## config.mk

```make
export PLATFORM = sky130hd
export DESIGN_NAME = ext_pipe
export DESIGN_NICKNAME = d
export VERILOG_FILES = /design/src/rtl/ext_pipe.sv
export SDC_FILE = /design/constraint.sdc
export NUM_CORES = 1
export LEC_CHECK = 0
export ABC_AREA = 1
export ABC_CLOCK_PERIOD_IN_PS = 2100
export CORE_ASPECT_RATIO = 1.4
export CORE_MARGIN = 5
export CORE_UTILIZATION = 45
export CTS_CLUSTER_DIAMETER = 80
export DETAILED_ROUTE_END_ITERATION = 6
export GPL_TIMING_DRIVEN = 0
export PLACE_DENSITY_LB_ADDON = 0.25
export SLEW_MARGIN = 20
export SYNTH_ARGS = -nofsm -noshare
export SYNTH_HDL_FRONTEND = slang
export SYNTH_SLANG_ARGS = --single-unit
```

## constraint.sdc

```tcl
create_clock -name clk -period 2.1 [get_ports clk]
set_input_delay 0.42 -clock clk [delete_from_list [all_inputs] [get_ports clk]]
set_output_delay 0.42 -clock clk [all_outputs]
set_load 0.05 [all_outputs]
```

## src/rtl/ext_pipe.sv

```systemverilog
// ext_pipe: pipelined immediate extender with a 2-entry skid buffer.
// Converts an IN_W-bit immediate to an OUT_W-bit value according to a
// 3-bit mode. The value is extended when it is accepted and stored already
// extended. Optional macro EXT_TAG_EN adds a sideband tag that travels with
// each item.
//
// Handshake: a transfer happens on a rising edge where valid and ready are
// both 1. The producer holds its payload stable until that edge. in_ready and
// out_valid come straight from flops, so out_ready never reaches in_ready
// combinationally.
module ext_pipe #(
  parameter int IN_W  = 16,
  parameter int OUT_W = 32,
  parameter int SHIFT = 2,
  parameter int TAG_W = 5
) (
  input  logic             clk,
  input  logic             reset,
  input  logic             in_valid,
  output logic             in_ready,
  input  logic [IN_W-1:0]  imm,
  input  logic [2:0]       eop,
  output logic             out_valid,
  input  logic             out_ready,
  output logic [OUT_W-1:0] out_data,
  output logic             out_err
`ifdef EXT_TAG_EN
  ,
  input  logic [TAG_W-1:0] tag_in,
  output logic [TAG_W-1:0] tag_out
`endif
);

`ifdef EXT_TAG_EN
  localparam bit TAG_EN = 1'b1;
`else
  localparam bit TAG_EN = 1'b0;
`endif
  // One stored entry is {tag (optional), err, data}.
  localparam int ENT_W = OUT_W + 1 + (TAG_EN ? TAG_W : 0);

  // Buffer occupancy; state_q is the debug view of the FSM.
  typedef enum logic [1:0] {
    ST_EMPTY = 2'd0,
    ST_ONE   = 2'd1,
    ST_FULL  = 2'd2
  } state_t;

  state_t             state_q, state_d;
  logic [ENT_W-1:0]   a_q, a_d;   // output register, drives the outputs
  logic [ENT_W-1:0]   b_q, b_d;   // skid register, second-oldest item
  logic               in_ready_q, in_ready_d;
  logic               out_valid_q, out_valid_d;

  logic [OUT_W-1:0]   sext, zext, ext_data;
  logic               ext_err;
  logic [ENT_W-1:0]   new_ent;
  logic               acc, pop;

  // Extend the incoming immediate according to the mode.
  always_comb begin
    sext     = {{(OUT_W-IN_W){imm[IN_W-1]}}, imm};
    zext     = {{(OUT_W-IN_W){1'b0}}, imm};
    ext_data = '0;
    ext_err  = 1'b0;
    case (eop)
      3'b000:  ext_data = sext;
      3'b001:  ext_data = zext;
      3'b010:  ext_data = zext << (OUT_W - IN_W);
      3'b011:  ext_data = sext << SHIFT;
      3'b100:  ext_data = zext << SHIFT;
      default: ext_err  = 1'b1;  // reserved modes give zero data
    endcase
`ifdef EXT_TAG_EN
    new_ent = {tag_in, ext_err, ext_data};
`else
    new_ent = {ext_err, ext_data};
`endif
  end

  assign acc = in_valid & in_ready_q;
  assign pop = out_valid_q & out_ready;

  // Next-state and storage moves of the two-entry buffer.
  always_comb begin
    state_d = state_q;
    a_d     = a_q;
    b_d     = b_q;
    case (state_q)
      ST_EMPTY: begin
        if (acc) begin
          a_d     = new_ent;
          state_d = ST_ONE;
        end
      end
      ST_ONE: begin
        if (acc && !pop) begin
          b_d     = new_ent;
          state_d = ST_FULL;
        end else if (acc && pop) begin
          a_d     = new_ent;
        end else if (pop) begin
          state_d = ST_EMPTY;
        end
      end
      ST_FULL: begin
        if (pop) begin
          a_d     = b_q;
          state_d = ST_ONE;
        end
      end
      default: state_d = ST_EMPTY;
    endcase
    in_ready_d  = (state_d != ST_FULL);
    out_valid_d = (state_d != ST_EMPTY);
  end

  // State and storage registers with synchronous reset.
  always_ff @(posedge clk) begin
    if (reset) begin
      state_q     <= ST_EMPTY;
      a_q         <= '0;
      b_q         <= '0;
      in_ready_q  <= 1'b1;
      out_valid_q <= 1'b0;
    end else begin
      state_q     <= state_d;
      a_q         <= a_d;
      b_q         <= b_d;
      in_ready_q  <= in_ready_d;
      out_valid_q <= out_valid_d;
    end
  end

  assign in_ready  = in_ready_q;
  assign out_valid = out_valid_q;
  assign out_data  = a_q[OUT_W-1:0];
  assign out_err   = a_q[OUT_W];
`ifdef EXT_TAG_EN
  assign tag_out   = a_q[ENT_W-1 -: TAG_W];
`endif

endmodule

```

==> impl_summary.txt, run 1 <==
----------------------------------------------------
[Status]
  Run status ... completed

[Timing]
  Shortest clock period the worst path allows after layout ... 1.93 ns
  Max Clock Skew ... 0.0104 ns
  Max Fclk ... 519 MHz
  Setup WS post-layout ... 0.174 ns
  Unrepaired setup endpoints after global routing ... false
  Final-layout setup total negative slack ... 0 ns
  Hold Vio Cnt, Final ... 0
  Slew HR ... 0.601
  Final setup violation count ... 0
  Pin slew with the least headroom to its limit ... 0.599 ns
  Final period util ... 0.917
  Total count of max-transition violations in the final report ... 0
  Tightest hold margin ... 0.470 ns

[Synth]
  Top-count cell post-synth ... nand2_1
  Cell area after synthesis ... 3440 um^2
  Synthesized-area fraction occupied by xor and xnor cells ... 0
  Sequential element share of the synthesized area ... 0.408
  Synth top area share ... 0.408
  Main combinational cell family by area after synthesis ... simple AND/OR/NAND/NOR gates
  Average cell area after synthesis ... 6.04 um^2
  Seq cells post-synth ... 70
  Number of enable-type register cells in the synthesized netlist ... 0
  Cell type with the highest aggregate area in the netlist ... dfxtp_1
  Post-synthesis instance total ... 569
  Synth cell types ... 18
  Share of synthesized registers carrying an async set or reset ... 0
  Largest cells by area after synthesis ... dfxtp_1 (41%), nand2_1 (17%), nor2_1 (14%), inv_1 (8.6%), o21ai_0 (7.7%)
  Simple-gate area share of the yosys netlist ... 0.335
  Count of warnings emitted by yosys ... 0
  Post-synth top flop ... dfxtp_1
  Post-Syn Nets ... 592
  Multiplexer fraction of the synthesized cell area ... 0
  Area share of fa/ha/maj cells after synthesis ... 0
  Area fraction in compound gates after synthesis ... 0.129
  Top cells by count, synth ... nand2_1 (158), nor2_1 (127), inv_1 (79)

[Setup path]
  Crit-path cells ... clkdlybuf4s50_1
  Worst path bufs/invs ... 1
  Element type at the critical path start ... flip-flop
  Peak fanout along the critical path ... 2
  Worst setup path class ... flip-flop to output pin
  Slack of the worst reg-to-reg path ... 0.47 ns
  WP data required ... 1.68 ns
  Delay-heaviest family, CP ... buffers and inverters
  Kind of end point of the critical path ... output pin
  Data arrival time of the critical path ... 1.51 ns
  Slowest Stage Delay on Critical Path ... 0.81 ns
  Critical-path cell with the highest stage delay ... clkdlybuf4s50_1

[Floorplan]
  Core region area ... 7410 um^2
  Area enclosed by the die boundary ... 9510 um^2
  Number of placement rows ... 37
  Effective utilization at floorplan ... 0.464
  Number of top-level pins ... 58
  Die extent in y ... 113 um
  Width of the die ... 83.9 um

[Clock network]
  Number of setup buffers added after CTS ... 0
  Clock Sinks ... 70
  TritonCTS clock tree ... yes
  CTS clock-pin slew for the worst setup and hold paths ... 0.07 ns
  Cts hold-fix bufs ... 0
  Clock Tree Buf Depth ... 2
  Cells resized by post-CTS repair ... 0
  H-tree depth ... 3
  TritonCTS Buffers ... 9
  Insertion delay to the later sink of the worst-skew pair ... 0.35 ns
  Clock root buffer ... clkbuf_8

[Layout]
  Final Instance Count excl. Fillers ... 737
  Number of fill cells in the layout ... 767
  Number of diodes added for antenna fixing ... 0
  Area Overhead vs Synth ... 24.9%
  Nets@finish ... 659
  Share of final-layout standard cells stronger than drive strength 1 ... 0.0563

[Power and ir drop]
  Total design power ... 0.00409 W
  Lkg Pwr ... 2.03 nW
  Peak supply drop ... 0.000562 V
  Cell Pwr Density ... 953 nW/um^2

[Hold path]
  Worst hold path type ... flip-flop to flip-flop

[Detailed routing]
  Drt via density ... 4.74
  Count of routing violations after the opening detailed-route iteration ... 205
  Routed vias ... 3491
  Total DRC errors in the routed layout ... 0
  Drt first pass iters ... 4
  Detailed-route wire length ... 9.22 mm
  Number of nets with antenna violations after routing ... 0
  Routed WL per cell ... 12.5 um

[GRT]
  Global-route wire length before repair ... 15.6 mm
  Antenna violations before repair ... 0
  Largest net degree at the start of global routing ... 12
  Combined global-route utilization of all metal layers ... 0.201
  Via count of the first global-routing pass ... 3409
  Remaining global-route overflow ... 0

[Placement]
  Port buffer count ... 56
  Routability-driven placement congestion ratio ... 0.874
  Placed Instances ... 722
  HPWL Detailed ... 6.88 mm
  Pre-CTS worst setup slack ... -0.0809 ns

[Job]
  Count of maximum capacitance violations ... 0

----------------------------------------------------
-- tightest hold or removal path: cells and delay by family (launching register included) --
family          cells  cell delay [ns]
compound gates      1             0.05
flops               1             0.31
simple gates        1             0.06
-- path summary, 6_finish.rpt --
check	depth (start not counted)	startpoint	end
setup / recovery	1	a_q[15]	out_data[15]
setup reg to reg	7	in_ready	b_q[6]
hold / removal	2	b_q[31]	b_q[31]
hold reg to reg	2	b_q[31]	b_q[31]
-- stage by stage --
step	instance area [um^2]	util
floorplan	3440	-
global placement	4120	0.556
detailed placement	4120	0.556
CTS	4290	0.580
global route	4290	0.580
finish	4290	0.580
-- state kept, by name (all words and copies together), names as in the netlist --
register and flops:
state_q 2, in_ready 1, out_valid 1, a_q 33, b_q 33
-- cell type report --
class / instances / area (um^2) / area share
Clock inverter: 4 / 22.5 / 0.00524
Buffer: 30 / 133 / 0.0309
Clock buffer: 11 / 151 / 0.0353
Timing Repair Buffer: 56 / 561 / 0.131
Multi-Input combinational cell: 387 / 1600 / 0.372
Sequential cell: 70 / 1400 / 0.326
Tap cell: 97 / 121 / 0.0283
Inverter: 82 / 308 / 0.0717
-- metal layers --
layer  wire, um  global-route usage  part of all wire  vias up
li1           -                   -                 -     1848
met1       3840               0.232              0.42     1512
met2       4510               0.354              0.49      109
met3        574              0.0318             0.062       22
met4        287               0.109             0.031        0
met5          0                   0                 0        -
-- placed cells by master (no fill, tap or decap), types with 3 or more instances in the layout --
cell type | Yosys | final
nor2_1 | 127 | 127
dfxtp_1 | 70 | 70
nand4_1 | 3 | 3
nand3_1 | 7 | 7
buf_2 | 12 | 12
inv_1 | 79 | 79
clkbuf_8 | 0 | 11
nand2_1 | 158 | 158
a21oi_1 | 34 | 34
clkdlybuf4s50_1 | 0 | 56
o21ai_0 | 53 | 53
clkbuf_1 | 15 | 15
inv_2 | 3 | 3
clkinv_2 | 0 | 3
-- where the power goes --
group          internal, W  total [W]  switching [W]
combinational     0.000474    0.00149        0.00101
sequential         0.00152    0.00162      0.0000937
clock             0.000481   0.000989       0.000508
-- logic make-up after synthesis --
kind of cell | count (synthesis)
DFF | 70
AOI/OAI and AO/OA | 88
buffers and inverters | 112
and+or+nand+nor | 299
Note: power is estimated with default switching activity, not from simulation.
==> run 2: changes to the inputs <==
- MAX_ROUTING_LAYER: not set -> met4
==> impl_summary.txt, run 2 (synthesized netlist as in run 1, its figures left out) <==
----------------------------------------------------
[Layout]
  Final Instance Count excl. Fillers ... 737 (unchanged)
  Leading registers by flop count ... a_q (33), b_q (33), state_q (2) (unchanged)
  Number of diodes added for antenna fixing ... 0 (unchanged)
  Highest-count cells in the layout ignoring fill and taps ... nand2_1 (158), nor2_1 (127), inv_1 (79) (unchanged)
  Number of fill cells in the layout ... 767 (unchanged)
  Most frequent standard cell in the layout excluding fill and tap cells ... nand2_1 (unchanged)
  Final Util ... 0.580 (unchanged)
  Share of final-layout standard cells stronger than drive strength 1 ... 0.0563 (unchanged)
  Design Area, Final ... 4290 um^2 (unchanged)
  Nets@finish ... 659 (unchanged)
  Area Overhead vs Synth ... 24.9% (unchanged)

[Placement]
  Port buffer count ... 56 (unchanged)
  Routability-driven placement congestion ratio ... 0.888 (was 0.874)
  Placed Instances ... 722 (unchanged)
  HPWL Detailed ... 6.88 mm (unchanged)
  Area post-placement ... 4120 um^2 (unchanged)
  Pre-CTS worst setup slack ... -0.0809 ns (unchanged)

[Floorplan]
  Area enclosed by the die boundary ... 9510 um^2 (unchanged)
  Effective utilization at floorplan ... 0.464 (unchanged)
  Number of placement rows ... 37 (unchanged)
  Number of top-level pins ... 58 (unchanged)
  Core region area ... 7410 um^2 (unchanged)
  Width of the die ... 83.9 um (unchanged)
  Die extent in y ... 113 um (unchanged)

[Setup path]
  WP data required ... 1.68 ns (about the same)
  Worst path bufs/invs ... 1 (unchanged)
  Data arrival time of the critical path ... 1.50 ns (was 1.51 ns)
  Kind of end point of the critical path ... output pin (unchanged)
  Element type at the critical path start ... flip-flop (unchanged)
  Crit-path cells ... clkdlybuf4s50_1 (unchanged)
  Delay-heaviest family, CP ... buffers and inverters (unchanged)
  Critical-path cell with the highest stage delay ... clkdlybuf4s50_1 (unchanged)
  Worst setup path class ... flip-flop to output pin (unchanged)
  Peak fanout along the critical path ... 2 (unchanged)
  Slowest Stage Delay on Critical Path ... 0.81 ns (about the same)

[Timing]
  Final-layout setup total negative slack ... 0 ns (unchanged)
  Total count of max-transition violations in the final report ... 0 (unchanged)
  Max Clock Skew ... 0.0104 ns (about the same)
  Pin slew with the least headroom to its limit ... 0.563 ns (was 0.599 ns)
  Slew HR ... 0.625 (was 0.601)
  Max Fclk ... 520 MHz (was 519 MHz)
  Final period util ... 0.915 (was 0.917)
  Unrepaired setup endpoints after global routing ... false (unchanged)
  Shortest clock period the worst path allows after layout ... 1.92 ns (was 1.93 ns)
  Setup WS post-layout ... 0.178 ns (was 0.174 ns)
  Final setup violation count ... 0 (unchanged)
  Hold Vio Cnt, Final ... 0 (unchanged)

[Detailed routing]
  Detailed-route wire length ... 9.14 mm (was 9.22 mm)
  Drt first pass iters ... 5 (was 4)
  Routed WL per cell ... 12.4 um (was 12.5 um)
  Count of routing violations after the opening detailed-route iteration ... 210 (was 205)
  Drt via density ... 4.75 (was 4.74)
  Routed vias ... 3498 (was 3491)
  Total DRC errors in the routed layout ... 0 (unchanged)
  Number of nets with antenna violations after routing ... 0 (unchanged)

[Clock network]
  Cells resized by post-CTS repair ... 0 (unchanged)
  TritonCTS Buffers ... 9 (unchanged)
  Insertion delay to the later sink of the worst-skew pair ... 0.34 ns (was 0.35 ns)
  Cts hold-fix bufs ... 0 (unchanged)
  Clock Sinks ... 70 (unchanged)
  Clock root buffer ... clkbuf_8 (unchanged)
  TritonCTS clock tree ... yes (unchanged)
  CTS clock-pin slew for the worst setup and hold paths ... 0.07 ns (about the same)
  Number of setup buffers added after CTS ... 0 (unchanged)
  H-tree depth ... 3 (unchanged)
  Clock Tree Buf Depth ... 2 (unchanged)

[Power and ir drop]
  Peak supply drop ... 0.000558 V (was 0.000562 V)
  Lkg Pwr ... 2.03 nW (unchanged)
  Cell Pwr Density ... 952 nW/um^2 (was 953 nW/um^2)

[GRT]
  Antenna violations before repair ... 0 (unchanged)
  Via count of the first global-routing pass ... 3405 (was 3409)
  Global-route wire length before repair ... 15.6 mm (about the same)
  Largest net degree at the start of global routing ... 12 (unchanged)
  Remaining global-route overflow ... 0 (unchanged)
  Combined global-route utilization of all metal layers ... 0.207 (was 0.201)

[Hold path]
  Worst hold path type ... flip-flop to flip-flop (unchanged)

[Job]
  Count of maximum capacitance violations ... 0 (unchanged)

[Status]
  Run status ... completed (unchanged)

----------------------------------------------------
==> run 2: routing by layer <==
layer  part of all wire  track usage  vias to the layer above
li1                   -            -                     1848
met1               0.41        0.233                     1527
met2               0.50        0.355                      107
met3              0.060       0.0289                       16
met4              0.028        0.109                        0
met5                  0            -                        -
==> run 2: stage by stage <==
step           total power (W)  hold WS (ns)
4_1_cts                0.00412         0.468
5_1_grt                0.00434         0.505
2_1_floorplan          0.00266         0.439
3_3_place_gp           0.00311         0.454
6_report               0.00409         0.469
3_5_place_dp           0.00314         0.457
==> run 2: path summary, 6_finish.rpt <==
path | start | to | slack (ns) | depth (start not counted)
hold reg to reg | b_q[31] | b_q[31] | 0.47 | 2
setup / recovery | a_q[15] | out_data[15] | 0.18 | 1
setup reg to reg | in_ready | b_q[6] | 0.47 | 7
hold / removal | b_q[31] | b_q[31] | 0.47 | 2
==> run 2: power by group <==
group          switching [W]  leakage, nW  internal [W]
logic                0.00101         1.36      0.000474
clock network       0.000503       0.0910      0.000481
registers          0.0000932        0.574       0.00152
==> run 2: final cells by class <==
cell class	count	area, um^2	area share
well taps	97	121	0.0283
plain buffers	30	133	0.0309
inverters	82	308	0.0717
repair buffers	56	561	0.131
multi-input cells	387	1600	0.372
clock inverters	4	22.5	0.00524
flip-flops and latches	70	1400	0.326
clock buffers	11	151	0.0353
==> run 2: tightest hold or removal path, cell delays in order (launching register included) <==
cell	delay (ns)
dfxtp_1	0.31
nand2_1	0.06
a21oi_1	0.05
==> run 3: changes to the inputs <==
- SETUP_SLACK_MARGIN: not set -> 0.15
==> impl_summary.txt, run 3 (synthesized netlist as in run 1, its figures left out) <==
----------------------------------------------------
[Floorplan]
  Die extent in y ... 113 um (unchanged)
  Area enclosed by the die boundary ... 9510 um^2 (unchanged)
  Number of top-level pins ... 58 (unchanged)
  Number of placement rows ... 37 (unchanged)
  Width of the die ... 83.9 um (unchanged)
  Core region area ... 7410 um^2 (unchanged)
  Effective utilization at floorplan ... 0.464 (unchanged)

[Setup path]
  Slowest Stage Delay on Critical Path ... 0.81 ns (about the same)
  Kind of end point of the critical path ... output pin (unchanged)
  Delay-heaviest family, CP ... buffers and inverters (unchanged)
  Element type at the critical path start ... flip-flop (unchanged)
  Worst path bufs/invs ... 1 (unchanged)
  Critical-path cell with the highest stage delay ... clkdlybuf4s50_1 (unchanged)
  Data arrival time of the critical path ... 1.50 ns (about the same)
  Worst setup path class ... flip-flop to output pin (unchanged)
  Peak fanout along the critical path ... 2 (unchanged)
  WP data required ... 1.68 ns (about the same)
  Crit-path cells ... clkdlybuf4s50_1 (unchanged)

[Detailed routing]
  Drt first pass iters ... 5 (unchanged)
  Detailed-route wire length ... 9.25 mm (was 9.14 mm)
  Total DRC errors in the routed layout ... 0 (unchanged)
  Routed vias ... 3482 (was 3498)
  Number of nets with antenna violations after routing ... 0 (unchanged)
  Routed WL per cell ... 12.5 um (was 12.4 um)
  Drt via density ... 4.72 (was 4.75)
  Count of routing violations after the opening detailed-route iteration ... 241 (was 210)

[Layout]
  Highest-count cells in the layout ignoring fill and taps ... nand2_1 (158), nor2_1 (127), inv_1 (79) (unchanged)
  Nets@finish ... 659 (unchanged)
  Share of final-layout standard cells stronger than drive strength 1 ... 0.0609 (was 0.0563)
  Area Overhead vs Synth ... 25.7% (was 24.9%)
  Leading registers by flop count ... a_q (33), b_q (33), state_q (2) (unchanged)
  Most frequent standard cell in the layout excluding fill and tap cells ... nand2_1 (unchanged)
  Number of diodes added for antenna fixing ... 0 (unchanged)

[Clock network]
  CTS clock-pin slew for the worst setup and hold paths ... 0.08 ns (was 0.07 ns)
  Insertion delay to the later sink of the worst-skew pair ... 0.35 ns (was 0.34 ns)
  Clock Tree Buf Depth ... 2 (unchanged)
  Clock Sinks ... 70 (unchanged)
  H-tree depth ... 3 (unchanged)
  Cts hold-fix bufs ... 0 (unchanged)
  TritonCTS clock tree ... yes (unchanged)
  Clock root buffer ... clkbuf_8 (unchanged)
  TritonCTS Buffers ... 9 (unchanged)

[Timing]
  Hold Vio Cnt, Final ... 0 (unchanged)
  Slew HR ... 0.632 (was 0.625)
  Shortest clock period the worst path allows after layout ... 1.92 ns (about the same)
  Tightest hold margin ... 0.469 ns (about the same)
  Total count of max-transition violations in the final report ... 0 (unchanged)
  Max Fclk ... 520 MHz (about the same)
  Final period util ... 0.915 (about the same)
  Final setup violation count ... 0 (unchanged)
  Final-layout setup total negative slack ... 0 ns (unchanged)
  Max Clock Skew ... 0.00960 ns (was 0.0104 ns)
  Setup WS post-layout ... 0.178 ns (about the same)
  Pin slew with the least headroom to its limit ... 0.552 ns (was 0.563 ns)
  Unrepaired setup endpoints after global routing ... false (unchanged)

[Placement]
  Port buffer count ... 56 (unchanged)
  Routability-driven placement congestion ratio ... 0.888 (unchanged)
  Pre-CTS worst setup slack ... -0.0809 ns (unchanged)
  HPWL Detailed ... 6.88 mm (unchanged)

[GRT]
  Remaining global-route overflow ... 0 (unchanged)
  Met1 Resource Use GR ... 0.233 (unchanged)
  Global route hottest layer ... met2 (unchanged)
  Met2 Use GR ... 0.355 (unchanged)
  Via count of the first global-routing pass ... 3405 (unchanged)
  Met3 capacity usage during global routing ... 0.0289 (unchanged)
  Global-route wire length before repair ... 15.6 mm (unchanged)
  Largest net degree at the start of global routing ... 12 (unchanged)
  Antenna violations before repair ... 0 (unchanged)
  Combined global-route utilization of all metal layers ... 0.207 (unchanged)

[Power and ir drop]
  Total design power ... 0.00409 W (about the same)
  Peak supply drop ... 0.000563 V (was 0.000558 V)
  Cell Pwr Density ... 947 nW/um^2 (was 952 nW/um^2)
  Lkg Pwr ... 2.15 nW (was 2.03 nW)

[Hold path]
  Worst hold path type ... flip-flop to flip-flop (unchanged)

[Job]
  Count of maximum capacitance violations ... 0 (unchanged)

[Status]
  Run status ... completed (unchanged)

----------------------------------------------------
[run 3: cell types whose count changed in the layout (fill, tap and decap cells not counted)]
| cell | delta |
|---|---|
| buf_1 | +1 |
| dlymetal6s2s_1 | +8 |
| clkbuf_1 | -3 |
| nand3_2 | +1 |
| nand3_1 | -1 |
| clkbuf_2 | +2 |
| o21ai_1 | +1 |
| o21ai_0 | -1 |
| clkdlybuf4s50_1 | -8 |
[run 3: power by group]
| group | switching (W) | leakage (nW) | internal [W] | total (W) |
|---|---|---|---|---|
| Combinational | 0.00102 | 1.48 | 0.000472 | 0.00149 |
| Clock | 0.000508 | 0.0910 | 0.000481 | 0.000989 |
| Sequential | 0.0000935 | 0.574 | 0.00152 | 0.00162 |
[run 3: area by class of cell]
| class | instances | area [um^2] |
|---|---|---|
| multi-input cells | 387 | 1600 |
| fillers | 764 | 3090 |
| well taps | 97 | 121 |
| flip-flops and latches | 70 | 1400 |
| clock buffers | 11 | 151 |
| inverters | 82 | 308 |
| plain buffers | 30 | 135 |
| clock inverters | 4 | 22.5 |
| repair buffers | 56 | 581 |
[run 3: path summary, 6_finish.rpt]
path,start,endpoint,slack [ns],cells past startpoint
setup reg to reg,in_ready,b_q[29],0.53,7
hold reg to reg,b_q[31],b_q[31],0.47,2
setup / recovery,a_q[16],out_data[16],0.18,1
hold / removal,b_q[31],b_q[31],0.47,2
[run 3: metal layers]
metal / wire [um] / share of wire / vias up
li1: - / - / 1846
met2: 4550 / 0.49 / 87
met4: 311 / 0.034 / 0
met5: 0 / 0 / -
met3: 418 / 0.045 / 19
met1: 3960 / 0.43 / 1530
[run 3: stage by stage]
| stage | cells | cell area, um^2 | utilization |
|---|---|---|---|
| floorplan | 569 | 3440 | - |
| global placement | 722 | 4120 | 0.556 |
| detailed placement | 722 | 4120 | 0.556 |
| CTS | 737 | 4290 | 0.580 |
| global route | 737 | 4320 | 0.583 |
| finish | 737 | 4320 | 0.583 |
[run 3: repair_timing]
action                     CTS  global route
setup endpoints to repair    0            20
buffers inserted             0             0
resized for setup            0            15
